File: config.mk
export PLATFORM = sky130hd
export DESIGN_NAME = fb_reader
export DESIGN_NICKNAME = d
export VERILOG_FILES = /design/src/rtl/fb_reader.sv
export SDC_FILE = /design/constraint.sdc
export NUM_CORES = 2
export LEC_CHECK = 0
export BUFFER_PORTS_ARGS = -buffer_cell sky130_fd_sc_hd__buf_4
export CAP_MARGIN = 20
export CORE_UTILIZATION = 50
export DETAILED_ROUTE_END_ITERATION = 16
export MAX_ROUTING_LAYER = met4
export PLACE_DENSITY = 0.75
export SYNTH_ARGS = -nofsm -noshare
export SYNTH_HDL_FRONTEND = slang
export SYNTH_MEMORY_MAX_BITS = 65536
export SYNTH_SLANG_ARGS = --single-unit
File: constraint.sdc
create_clock -name clk -period 26.8 [get_ports clk]
set_input_delay 5.36 -clock clk [delete_from_list [all_inputs] [get_ports clk]]
set_output_delay 5.36 -clock clk [all_outputs]
set_load 0.02 [all_outputs]
File: src/rtl/fb_reader.sv
// -----------------------------------------------------------------------------
// fb_reader
//
// Wishbone classic read master that walks a 16-bit framebuffer in raster
// order and hands the pixels to the display side as a valid/ready stream. A
// show-ahead FIFO absorbs bus latency and arbitration gaps.
// Byte address of pixel (x,y) is 2*(HDISP*y + x).
//
// Parameters
//   HDISP       pixels per line
//   VDISP       lines per frame
//   FIFO_DEPTH  FIFO entries, power of two, >= 4
//
// Ports
//   clk, rst_n      clock, asynchronous active-low reset
//   enable          1 = new bus requests may be issued
//   wb_*            Wishbone classic master, read-only, one transfer in flight
//   pix_data/sof    head-of-FIFO pixel and its start-of-frame flag
//   pix_valid       FIFO not empty
//   pix_ready       consumer accepts the head pixel when pix_valid is high
//   fifo_level      current FIFO occupancy
//
// Configuration macro
//   FB_READER_FAIRPLAY_EN  after every 64th ack the master drops cyc for one
//                          PAUSE cycle so other masters can win arbitration.
// -----------------------------------------------------------------------------
module fb_reader #(
    parameter int HDISP      = 640,
    parameter int VDISP      = 480,
    parameter int FIFO_DEPTH = 256
) (
    input  logic                               clk,
    input  logic                               rst_n,
    input  logic                               enable,
    output logic [31:0]                        wb_adr,
    input  logic [15:0]                        wb_dat_sm,
    output logic [15:0]                        wb_dat_ms,
    output logic                               wb_stb,
    output logic                               wb_cyc,
    output logic                               wb_we,
    output logic [1:0]                         wb_sel,
    output logic [2:0]                         wb_cti,
    output logic [1:0]                         wb_bte,
    input  logic                               wb_ack,
    output logic [15:0]                        pix_data,
    output logic                               pix_sof,
    output logic                               pix_valid,
    input  logic                               pix_ready,
    output logic [$clog2(FIFO_DEPTH+1)-1:0]    fifo_level
);

    localparam int AW = $clog2(FIFO_DEPTH);
    localparam int LW = $clog2(FIFO_DEPTH + 1);
    localparam int XW = (HDISP > 1) ? $clog2(HDISP) : 1;
    localparam int YW = (VDISP > 1) ? $clog2(VDISP) : 1;

`ifdef FB_READER_FAIRPLAY_EN
    typedef enum logic [1:0] {ST_IDLE, ST_REQ, ST_PAUSE} state_t;
`else
    typedef enum logic [1:0] {ST_IDLE, ST_REQ} state_t;
`endif

    state_t          r_state;
    logic            r_cyc;
    logic [31:0]     r_adr;
    logic [XW-1:0]   r_x;
    logic [YW-1:0]   r_y;
`ifdef FB_READER_FAIRPLAY_EN
    logic [5:0]      r_ack_cnt;
`endif

    logic [16:0]     r_mem [FIFO_DEPTH];
    logic [AW-1:0]   r_wptr;
    logic [AW-1:0]   r_rptr;
    logic [LW-1:0]   r_level;

    logic            w_push;
    logic            w_pop;
    logic [LW-1:0]   w_level_next;
    logic            w_space;
    logic            w_space_next;
    logic            w_x_last;
    logic            w_y_last;
    logic [XW-1:0]   w_x_next;
    logic [YW-1:0]   w_y_next;
    logic [31:0]     w_lin_next;
    logic [16:0]     w_head;

    // Fixed bus attributes: plain single reads of a full 16-bit word.
    assign wb_dat_ms = 16'h0000;
    assign wb_we     = 1'b0;
    assign wb_sel    = 2'b11;
    assign wb_cti    = 3'b000;
    assign wb_bte    = 2'b00;
    assign wb_cyc    = r_cyc;
    assign wb_stb    = r_cyc;
    assign wb_adr    = r_adr;

    // An ack can only land in REQ, and a request is only raised with a free
    // slot, so a push never meets a full FIFO.
    assign w_push       = (r_state == ST_REQ) && wb_ack;
    assign w_pop        = pix_valid && pix_ready;
    assign w_level_next = r_level + LW'(w_push) - LW'(w_pop);
    assign w_space      = r_level < LW'(FIFO_DEPTH);
    assign w_space_next = w_level_next < LW'(FIFO_DEPTH);

    // Raster position of the pixel after the one being acknowledged.
    assign w_x_last   = (r_x == XW'(HDISP - 1));
    assign w_y_last   = (r_y == YW'(VDISP - 1));
    assign w_x_next   = w_x_last ? '0 : r_x + 1'b1;
    assign w_y_next   = !w_x_last ? r_y : (w_y_last ? '0 : r_y + 1'b1);
    assign w_lin_next = 32'(HDISP) * 32'(w_y_next) + 32'(w_x_next);

    always_ff @(posedge clk or negedge rst_n) begin
        // NOTE: every state register uses <= so all flops update together from
        // values sampled before the edge; = here would create ordering races.
        if (!rst_n) begin
            r_state <= ST_IDLE;
            r_cyc   <= 1'b0;
            r_adr   <= '0;
            r_x     <= '0;
            r_y     <= '0;
`ifdef FB_READER_FAIRPLAY_EN
            r_ack_cnt <= '0;
`endif
        end else begin
            case (r_state)
                ST_IDLE: begin
                    if (enable && w_space) begin
                        r_state <= ST_REQ;
                        r_cyc   <= 1'b1;
                    end
                end
                ST_REQ: begin
                    if (wb_ack) begin
                        r_x   <= w_x_next;
                        r_y   <= w_y_next;
                        r_adr <= {w_lin_next[30:0], 1'b0};
`ifdef FB_READER_FAIRPLAY_EN
                        r_ack_cnt <= r_ack_cnt + 1'b1;
                        if (r_ack_cnt == 6'd63) begin
                            r_state <= ST_PAUSE;
                            r_cyc   <= 1'b0;
                        end else
`endif
                        if (enable && w_space_next) begin
                            r_state <= ST_REQ;
                            r_cyc   <= 1'b1;
                        end else begin
                            r_state <= ST_IDLE;
                            r_cyc   <= 1'b0;
                        end
                    end
                end
`ifdef FB_READER_FAIRPLAY_EN
                ST_PAUSE: begin
                    if (enable && w_space) begin
                        r_state <= ST_REQ;
                        r_cyc   <= 1'b1;
                    end else begin
                        r_state <= ST_IDLE;
                        r_cyc   <= 1'b0;
                    end
                end
`endif
                default: begin
                    r_state <= ST_IDLE;
                    r_cyc   <= 1'b0;
                end
            endcase
        end
    end

    // NOTE: the storage array has no reset; validity is tracked by the
    // pointers and level, and leaving the array out of reset lets it map to RAM.
    always_ff @(posedge clk) begin
        if (w_push) begin
            r_mem[r_wptr] <= {(r_x == '0) && (r_y == '0), wb_dat_sm};
        end
    end

    always_ff @(posedge clk or negedge rst_n) begin
        if (!rst_n) begin
            r_wptr  <= '0;
            r_rptr  <= '0;
            r_level <= '0;
        end else begin
            if (w_push) r_wptr <= r_wptr + 1'b1;
            if (w_pop)  r_rptr <= r_rptr + 1'b1;
            r_level <= w_level_next;
        end
    end

    // Show-ahead head; forced to zero while empty so stale RAM never shows.
    assign w_head     = r_mem[r_rptr];
    assign pix_valid  = (r_level != '0);
    assign pix_data   = pix_valid ? w_head[15:0] : 16'h0000;
    assign pix_sof    = pix_valid && w_head[16];
    assign fifo_level = r_level;

endmodule

==> results.cfg <==
[run_status]
status = finished, final reports clean

[timing]
rsz0062_at_grt = false
min_period_ns = 14.00
hold_slack_ns = 0.4871
fin_ws_ns = 12.80
hold_violations = 0
report.final.slew_viol_count = 0
slew_headroom_pct = 9.227
worstMarginPinSlew_ns = 1.362
fmax_mhz = 71.45
finalSetupViolCount = 0
tns_ns = 0
fin_skew_ns = 0.04525
finalCritPeriodShare_pct = 52.23

[global_routing]
grt_pass1_vias = 85125
grt_max_degree = 169
grt_most_used_layer = met2
gr-usage-met3_pct = 6.163
grt_antenna_before_repair = 30
use_met1_pct = 34.80
grt_pass1_wl_um = 644500
grt.overflow.total = 0
grt_usage_pct = 27.66
met2_usage_pct = 42.24

[logic_synthesis]
ys_ff_latch = 4410
synthArstFlopShare_pct = 1.315
synthesis.area_um2 = 170300
yosys_warnings = 0
yosysUniqueCellTypes = 70
synthFlopType = edfxtp_1
syn_avg_cell_area_um2 = 22.43
syn-instance-count = 7594
synth_edf_count = 4352
yosysSeqAreaShare_pct = 77.57

[placed_design]
port_buffers = 69
dp_hpwl_um = 262400
place.gp.congestion = 0.8863
preCtsSetupSlack_ns = 13.77

[critical_path]
r2r_cells = 20
crit_path_frequent_cell = buf_4
critPathMaxStageDelay_ns = 0.95
critPathSlowestCell = dfrtp_4
cp-end-kind = output pin
worstPathMaxFanout = 94
crit_required_ns = 21.44
worst-path-buf-inv = 8
arrival_ns = 8.64
crit_cells = 13
path_class = reg2out
start_kind = flip-flop
r2r_slack_ns = 21.70
worstPathCellList = buf_4 -> buf_4 -> buf_12 -> buf_4 -> buf_12 -> mux4_2 -> mux4_2 -> o22a_1 -> nor4_2 -> o32ai_1 -> buf_4 -> buf_4 -> buf_4
critPathTopFamily = buffers and inverters

[routing]
routed_via_density = 6.670
num_vias = 86271
wire_per_inst_um = 35.75
drt_first_pass_iters = 6
drt_first_iter_violations = 14477
routed_wl_um = 462500
post-route-drc-count = 0
antenna_left = 0

[layout]
syn_to_final_growth_pct = 12.76
fillers = 23433
drive_above_1_share_pct = 29.29
post-route-util_pct = 56.84
layout.nets = 8111

[clock_network]
cts_root_buf = clkbuf_16
numCtsBuffers = 421
h-tree-depth = 5
clock_sinks = 4410
cts_resized = 0
hold_buffers = 0
clkLatencyLatePin_ns = 0.95
cts_setup_buffers = 0
cts_tree = built
clk_pin_slew_ns = 0.06
clk_path_buf_depth = 4

[power]
leakagePower_nw = 60.18
power_density_nw_per_um2 = 101.1
vdd_drop_max_uv = 101.5

[die]
die-area_um2 = 343000
core_um2 = 337900
initial_core_util_pct = 50.41
rows = 213
die_w_um = 585.7
chipHeight_um = 585.7
ioPinCount = 106

[worst_hold_path]
holdPathStages = 2
hold_path_class = reg2reg

[run]
maxCapViolations = 0
kinds of logic after synthesis:
group	count (synthesis)	synth area share (%)
flops	4410	77.57
simple gates	679	1.738
fa+ha+maj	41	0.3144
xor+xnor	50	0.2571
buf+inv	503	1.593
mux	1372	16.36
other cells	2	0.004409
compound gates	537	2.162
routing by layer:
metal  part of all wire (%)  up-vias
li1                       -    32984
met1                     34    45103
met2                     48     7049
met3                     13     1135
met4                    6.2        0
met5                      0        -
placed cells by master, fill, tap and decap left out, types with 15 or more instances in the layout:
cell        count
dfrtp_1        51
edfxtp_1     4352
nor4_1         17
nand4_1        20
inv_1          27
clkbuf_1       72
nor2_1        158
clkinv_2       83
a221oi_1       29
clkbuf_8       17
mux2_2         16
xnor2_1        37
nor3_1         28
a21oi_1        78
a22o_1         18
a22oi_1       101
nand2_1       142
mux4_2       1128
bufinv_16      45
a211oi_1       25
ha_1           38
o22ai_1       120
clkbuf_16     423
conb_1         36
mux2i_1       228
clkinv_1       98
diode_2        20
buf_4         409
o21ai_0        47
nand3_1        39
nor2_4         21
buf_8          31
clkinvlp_4     22
o211ai_1       15
and3_1         20
nor2_2        160
stage by stage:
| step | instances | total power, mW | area, um2 |
|---|---|---|---|
| floorplan | 7628 | 11.39 | 170500 |
| global placement | 12100 | 13.44 | 177700 |
| detailed placement | 12120 | 13.51 | 178000 |
| CTS | 12894 | 19.38 | 191700 |
| global route | 12928 | 19.83 | 192100 |
| finish | 12935 | 19.42 | 192100 |
area by class of cell:
type / count / area, um2 / share of cell area (%)
clock inverter: 277 / 2825 / 1.471
timing repair buffer: 471 / 4036 / 2.101
clock buffer: 497 / 10880 / 5.666
sequential: 4410 / 132200 / 68.80
multi-input combinational: 2715 / 36360 / 18.93
inverter: 30 / 121.4 / 0.06318
antenna: 20 / 50.05 / 0.02606
tap: 4515 / 5649 / 2.941
flip-flops by register name (all words and copies together), names as in the netlist:
register / count
r_x: 10
r_wptr: 8
fifo_level: 9
wb_adr: 13
r_y: 9
r_state: 1
r_mem: 4352
r_rptr: 8
where the power goes:
part	internal (mW)	switching [mW]	total, mW	leakage, nW
clock	3.35	2.59	5.94	6.65
sequential	7.68	0.0815	7.77	39.9
combinational	2.20	3.51	5.72	13.6
total	13.2	6.19	19.4	60.2
final timing paths:
kind                                             start                      to
worst min register to register  wb_adr[10]$_DFFE_PN0P_  wb_adr[10]$_DFFE_PN0P_
worst max-delay path             r_rptr[0]$_DFFE_PN0P_            pix_data[14]
worst max register to register      r_x[0]$_DFFE_PN0P_  wb_adr[19]$_DFFE_PN0P_
worst min-delay path            wb_adr[10]$_DFFE_PN0P_  wb_adr[10]$_DFFE_PN0P_
min in group asynchronous                        rst_n  wb_adr[20]$_DFFE_PN0P_
max in group asynchronous                        rst_n   r_rptr[2]$_DFFE_PN0P_
Yosys cell counts, types with 10 or more instances:
library cell  instances  area share, %
edfxtp_1           4352             77
mux4_2             1128             15
nor2_1              339           0.75
mux2i_1             228            1.3
clkbuf_1            186           0.41
nand2_1             146           0.32
o22ai_1             120           0.44
buf_2               110           0.32
buf_4               106           0.47
a22oi_1             101           0.45
a21oi_1              78           0.23
dfrtp_1              58           0.85
nand3_1              50           0.15
o21ai_0              47           0.14
ha_1                 38           0.28
xnor2_1              37           0.19
buf_6                34           0.22
buf_1                33          0.073
nor3_1               30          0.088
a221oi_1             29           0.15
inv_1                27          0.059
a211oi_1             25           0.11
nor4_1               21          0.077
and3_1               20          0.073
nand4_1              20          0.073
a22o_1               18          0.093
mux2_2               16           0.11
o31ai_1              16          0.071
o211ai_1             15          0.066
xor2_1               13          0.067
and2_1               12          0.044
nor2b_1              12          0.044
nand2b_1             10          0.037
worst register-to-register path: stages (launching register included):
cell      delay, ns
dfrtp_1        0.47
ha_1           0.27
and4_1         0.30
and3_1         0.47
nand2_1        0.16
nor2_1         0.12
nand4_1        0.11
nor3b_2        0.54
nor2_1         0.19
ha_1           0.32
ha_1           0.18
inv_1          0.07
fa_1           0.46
nor2b_1        0.16
o21ai_0        0.09
a21oi_1        0.21
nand3_1        0.15
nor2_1         0.15
nand2_1        0.06
o311ai_0       0.37
o21a_1         0.17
Note: power is estimated with default switching activity, not from simulation.
